### config.mk
export PLATFORM = sky130hd
export DESIGN_NAME = trigger_power_detect
export DESIGN_NICKNAME = d
export VERILOG_FILES = /design/src/rtl/trigger_power_detect.sv
export SDC_FILE = /design/constraint.sdc
export NUM_CORES = 2
export LEC_CHECK = 0
export CORE_MARGIN = 8
export CORE_UTILIZATION = 40
export DETAILED_ROUTE_END_ITERATION = 8
export DONT_BUFFER_PORTS = 1
export PLACE_DENSITY_LB_ADDON = 0.25
export SETUP_SLACK_MARGIN = 0.05
export SKIP_LAST_GASP = 1
export SLEW_MARGIN = 20
export SYNTH_ARGS = -nofsm -noshare
export SYNTH_HDL_FRONTEND = slang
export SYNTH_SLANG_ARGS = --single-unit
### constraint.sdc
create_clock -name aclk -period 9.1 [get_ports aclk]
set_input_delay 1.82 -clock aclk [delete_from_list [all_inputs] [get_ports aclk]]
set_output_delay 1.82 -clock aclk [all_outputs]
set_load 0.03 [all_outputs]
### src/rtl/trigger_power_detect.sv
// Windowed sum-of-squares power detector with thresholded, holdoff-limited trigger.
// Define TRIG_PEAK_CAPTURE_EN to add peak_clr_i / peak_o peak-power capture.
module trigger_power_detect #(
   parameter int unsigned NSAMP    = 8,
   parameter int unsigned NBITS    = 12,
   parameter int unsigned WIN_LOG2 = 2,
   parameter int unsigned HOLDOFF  = 64
) (
   input  logic                     aclk,
   input  logic                     aresetn,
   input  logic [NSAMP*NBITS-1:0]   dat_i,
   input  logic                     dat_valid_i,
   input  logic                     enable_i,
   input  logic [31:0]              threshold_i,
   output logic [31:0]              power_o,
   output logic                     power_valid_o,
   output logic                     trig_o,
   output logic [15:0]              trig_count_o
`ifdef TRIG_PEAK_CAPTURE_EN
   ,
   input  logic                     peak_clr_i,
   output logic [31:0]              peak_o
`endif
);

   localparam int unsigned SQW   = 2*NBITS - 1;
   localparam int unsigned BSW   = SQW + $clog2(NSAMP);
   localparam int unsigned WSW   = BSW + WIN_LOG2;
   localparam int unsigned DEPTH = 1 << WIN_LOG2;
   localparam int unsigned PW    = (WIN_LOG2 > 0) ? WIN_LOG2 : 1;
   localparam int unsigned FW    = WIN_LOG2 + 1;

   typedef enum logic [0:0] {ST_ARMED, ST_HOLDOFF} state_t;

   logic [NSAMP*NBITS-1:0] dat_q, dat_d;
   logic                   vld0_q, vld0_d, vld1_q, vld1_d, vld2_q, vld2_d;
   logic [SQW-1:0]         sq_q [NSAMP];
   logic [SQW-1:0]         sq_d [NSAMP];
   logic [BSW-1:0]         bsum_q, bsum_d;
   logic [BSW-1:0]         hist_q [DEPTH];
   logic [BSW-1:0]         hist_d [DEPTH];
   logic [PW-1:0]          ptr_q, ptr_d;
   logic [FW-1:0]          fill_q, fill_d;
   logic [WSW-1:0]         wsum_q, wsum_d;
   logic                   pvalid_q, pvalid_d;
   state_t                 state_q, state_d;
   logic [15:0]            hold_q, hold_d;
   logic                   trig_q, trig_d;
   logic [15:0]            count_q, count_d;
   logic                   above;
   logic [NBITS-1:0]       raw;
   logic [SQW-1:0]         mag;

   // Squares come from the magnitude so every product bit is meaningful (|-2048| still fits NBITS).
   always_comb begin
      dat_d  = dat_i;
      vld0_d = dat_valid_i;
      vld1_d = vld0_q;
      vld2_d = vld1_q;
      raw    = '0;
      mag    = '0;
      for (int unsigned k = 0; k < NSAMP; k++) begin
         raw     = dat_q[k*NBITS +: NBITS];
         mag     = raw[NBITS-1] ? SQW'(~raw + 1'b1) : SQW'(raw);
         sq_d[k] = mag * mag;
      end
      bsum_d = '0;
      for (int unsigned k = 0; k < NSAMP; k++) begin
         bsum_d = bsum_d + BSW'(sq_q[k]);
      end
   end

   always_comb begin
      hist_d   = hist_q;
      ptr_d    = ptr_q;
      fill_d   = fill_q;
      wsum_d   = wsum_q;
      pvalid_d = 1'b0;
      if (vld2_q) begin
         hist_d[ptr_q] = bsum_q;
         wsum_d        = wsum_q + WSW'(bsum_q) - WSW'(hist_q[ptr_q]);
         ptr_d         = (ptr_q == PW'(DEPTH-1)) ? '0 : ptr_q + 1'b1;
         if (fill_q != FW'(DEPTH)) fill_d = fill_q + 1'b1;
         pvalid_d      = (fill_q >= FW'(DEPTH-1));
      end
   end

   always_ff @(posedge aclk) begin
      if (!aresetn) begin
         dat_q    <= '0;
         vld0_q   <= 1'b0;
         vld1_q   <= 1'b0;
         vld2_q   <= 1'b0;
         bsum_q   <= '0;
         ptr_q    <= '0;
         fill_q   <= '0;
         wsum_q   <= '0;
         pvalid_q <= 1'b0;
         for (int unsigned i = 0; i < NSAMP; i++) sq_q[i] <= '0;
         for (int unsigned i = 0; i < DEPTH; i++) hist_q[i] <= '0;
      end else begin
         dat_q    <= dat_d;
         vld0_q   <= vld0_d;
         vld1_q   <= vld1_d;
         vld2_q   <= vld2_d;
         bsum_q   <= bsum_d;
         ptr_q    <= ptr_d;
         fill_q   <= fill_d;
         wsum_q   <= wsum_d;
         pvalid_q <= pvalid_d;
         sq_q     <= sq_d;
         hist_q   <= hist_d;
      end
   end

   assign power_o       = 32'(wsum_q);
   assign power_valid_o = pvalid_q;

   // Holdoff is loaded with HOLDOFF-1 so back-to-back pulses land HOLDOFF+1 clocks apart.
   always_comb begin
      state_d = state_q;
      hold_d  = hold_q;
      trig_d  = 1'b0;
      above   = pvalid_q && (power_o > threshold_i);
      if (!enable_i) begin
         state_d = ST_ARMED;
         hold_d  = '0;
      end else begin
         case (state_q)
            ST_ARMED: begin
               if (above) begin
                  trig_d  = 1'b1;
                  state_d = ST_HOLDOFF;
                  hold_d  = 16'(HOLDOFF - 1);
               end
            end
            ST_HOLDOFF: begin
               if (hold_q == '0) state_d = ST_ARMED;
               else              hold_d  = hold_q - 1'b1;
            end
            default: state_d = ST_ARMED;
         endcase
      end
      count_d = (trig_d && (count_q != '1)) ? count_q + 1'b1 : count_q;
   end

   always_ff @(posedge aclk) begin
      if (!aresetn) begin
         state_q <= ST_ARMED;
         hold_q  <= '0;
         trig_q  <= 1'b0;
         count_q <= '0;
      end else begin
         state_q <= state_d;
         hold_q  <= hold_d;
         trig_q  <= trig_d;
         count_q <= count_d;
      end
   end

   assign trig_o       = trig_q;
   assign trig_count_o = count_q;

`ifdef TRIG_PEAK_CAPTURE_EN
   logic [31:0] peak_q, peak_d;

   always_comb begin
      peak_d = peak_q;
      if (peak_clr_i)                         peak_d = pvalid_q ? power_o : '0;
      else if (pvalid_q && power_o > peak_q)  peak_d = power_o;
   end

   always_ff @(posedge aclk) begin
      if (!aresetn) peak_q <= '0;
      else          peak_q <= peak_d;
   end

   assign peak_o = peak_q;
`endif

endmodule
==> metrics.txt <==
Placer Congestion 0.899; Worst-path clk slew 0.07 ns; number of remaining DRC errors 0; crit path max-delay cell type sky130_fd_sc_hd__dfxtp_1; share of Yosys cell area claimed by the top area cell type 38.6%; cells resized by post-CTS repair 0; net count of the finished layout 11,000; critical hold path startpoint vld0_q$_SDFF_PN0_; Total Negative Setup Slacks 0 ns; max-cap violations 0; Skew-Pair Late Insertion Delay 0.73 ns; floorplan die width 455 um; input/output buffers 0; crit path capture type flip-flop; aggregate global-route resource usage 18.5%; number of flip-flops and latches in the synthesized netlist 473; count of cells along the worst hold path 1; fraction of layout cells with a size suffix above 1 3.11%; slack of the worst reg-to-reg path 0.58 ns; area added between synthesis and finish 7.10%; required time at the endpoint of the critical path 9.67 ns; path depth of the worst reg2reg path 29; die area 207,000 um^2; overflow left after global routing 0; Syn. warnings 0; measured slew at the worst slew-check pin 1.14 ns; EDFF count, synth 0; buffer count from post-CTS setup fixing 0; number of CTS-inserted buffers 57; ys flop type sky130_fd_sc_hd__dfxtp_1; fraction of synthesis flops using an asynchronous set or reset pin 0%; clk sink count 473; first element of the critical path dat_q[0]$_SDFF_PN0_; summed instance area of the synthesized netlist 77,000 um^2; height of the die 455 um; Setup Viol. Count Final 0; vias in the first global route 58,300; worst min path class reg -> reg; total number of placement rows 161; cell family with most CP delay adder cells; Via density 4.75; Avg Synthesized Cell Area 8.98 um^2; hold-fix buffers at CTS 0; period utilization 93.6%; 1st-pass router iterations 6; CP Launch Type flip-flop; maximum buffer depth of the clock tree 3; largest area contributor in the netlist sky130_fd_sc_hd__fa_1; share of the yosys chip area belonging to registers 12.3%; Cell variety after synth 84; buffers and inverters on the worst path 7; number of design-rule violations left by the first detailed-router iteration 2,710; first-pass GRT wire length 308,000 um; RR Endpoint sq_q[183]$_SDFF_PN0_; Root Driver sky130_fd_sc_hd__clkbuf_16; launch instance of the worst register-to-register path dat_q[0]$_SDFF_PN0_; final number of max-transition violations 0; core area 192,000 um^2; main area contributors after synthesis sky130_fd_sc_hd__fa_1 (39%), sky130_fd_sc_hd__ha_1 (13%), sky130_fd_sc_hd__inv_1 (12%); gate count of the mapped netlist 8,576; wire per inst 16.6 um; count of final hold-check violations 0; post-detailed-route count of antenna-violating nets 0; pin count of the biggest net entering global routing 196; maximum single-stage delay on the critical path 0.60 ns; run status finished clean; via count 53,100; initial standard-cell utilization of the core 40.1%; min Tclk post-route 8.52 ns; final routed wirelength across all metal layers 186,000 um; area used by multi-input combinational logic 57,500 um^2; H-Tree Level Count 2; footprint of the flip-flops and latches 9470 um^2; Peak Freq 0.117 GHz; critical path peak fanout 12; setup clock skew after layout 0.0442 ns; number of fill cells in the layout 18,900; Slew Limit Headroom 23.5%; unrepaired setup endpoints after global routing no; Hold EP vld1_q$_SDFF_PN0_; HPWL after DPL 159,000 um; kind of critical path reg -> reg; antenna violations before repair 10; CTS tree yes; ports placed on the boundary 182; WP data arrival 9.09 ns
[state kept, by name, summed over array words and instances (netlist names), 2 cells and up]
register	count
dat_q	96
trig_count_o	16
wsum_q	28
sq_q	176
hist_q	104
fill_q	3
hold_q	16
bsum_q	26
ptr_q	2
[Yosys cell counts, drive strengths merged (26+ instances only)]
cell	instances
o21ai	116
or3	31
ha	788
nor2	584
clkbuf	154
xor2	147
nand2b	63
a21oi	303
mux4	26
dfxtp	473
and3	31
fa	1483
inv	2534
a21o	80
and2	179
o21a	39
mux2i	34
nand2	752
xnor2	285
nor3	85
nand3	41
[layer usage]
metal  vias up  track usage [%]  part of all wire [%]
met4         8             4.36                   2.5
met2      1045             32.3                    49
met3       236             2.17                   4.2
li1      25400                -                     -
met5         -                0                 0.030
met1     26500             24.6                    44
[worst reg2reg max path: cells and delay by family, from the launching register on]
family	cells	cell delay [ns]
AO/OA/AOI/OAI	6	1.17
XOR/XNOR	2	0.76
adder cells (fa/ha/maj)	9	3.93
buffers and inverters	7	1.19
flip-flops	1	0.60
AND/OR/NAND/NOR	5	0.75
[per-stage QoR]
step           area [um^2]  utilization [%]  setup slack [ns]  hold slack (ns)  std cells
2_1_floorplan        77300                -              1.67            0.412       8651
3_3_place_gp         80400             41.9             0.760            0.433      11100
3_5_place_dp         80400             41.9             0.605            0.433      11100
4_1_cts              82400             42.9             0.599            0.446      11200
5_1_grt              82400             42.9            0.0555            0.459      11200
6_report             82400             42.9             0.584            0.439      11200
[how the worst max path moves through the flow]
stage | slack (ns) | cells past startpoint | endpoint
after floorplan | 1.67 | 31 | sq_q[183]$_SDFF_PN0_
after global placement | 0.76 | 29 | sq_q[183]$_SDFF_PN0_
after detailed placement | 0.60 | 29 | sq_q[183]$_SDFF_PN0_
after CTS | 0.60 | 29 | sq_q[183]$_SDFF_PN0_
after global routing | 0.06 | 29 | sq_q[22]$_SDFF_PN0_
final | 0.58 | 29 | sq_q[183]$_SDFF_PN0_
[cell type report]
class / count / area share (%)
sequential: 473 / 11.5
timing repair buffer: 83 / 0.756
inverter: 2558 / 11.7
clock buffer: 74 / 1.92
antenna: 4 / 0.0121
tap: 2526 / 3.83
clock inverter: 30 / 0.549
multi-input combinational: 5444 / 69.8
[kinds of logic (layout without fill, tap and decap cells)]
kind of cell	count (synthesis)	count (layout)	share of synthesized area (%)
other cells	2	81	0.00976
compound gates	726	726	5.89
flops	473	473	12.3
mux	63	63	1.25
xor+xnor	432	432	4.96
simple gates	1875	1875	10.9
buf+inv	2734	2745	13.4
fa+ha+maj	2271	2271	51.4
[layout by cell type, fill, tap and decap left out, drive strengths merged, types with 63 or more instances in the layout]
cell type  instances
inv             2543
fa              1483
ha               788
nand2            752
nor2             584
dfxtp            473
a21oi            303
xnor2            285
and2             179
xor2             147
o21ai            116
nor3              85
buf               83
a21o              80
conb              77
clkbuf            74
nand2b            63
Power is not shown: default switching activity piles up to over one toggle a cycle in this logic, so the estimate is an artifact.
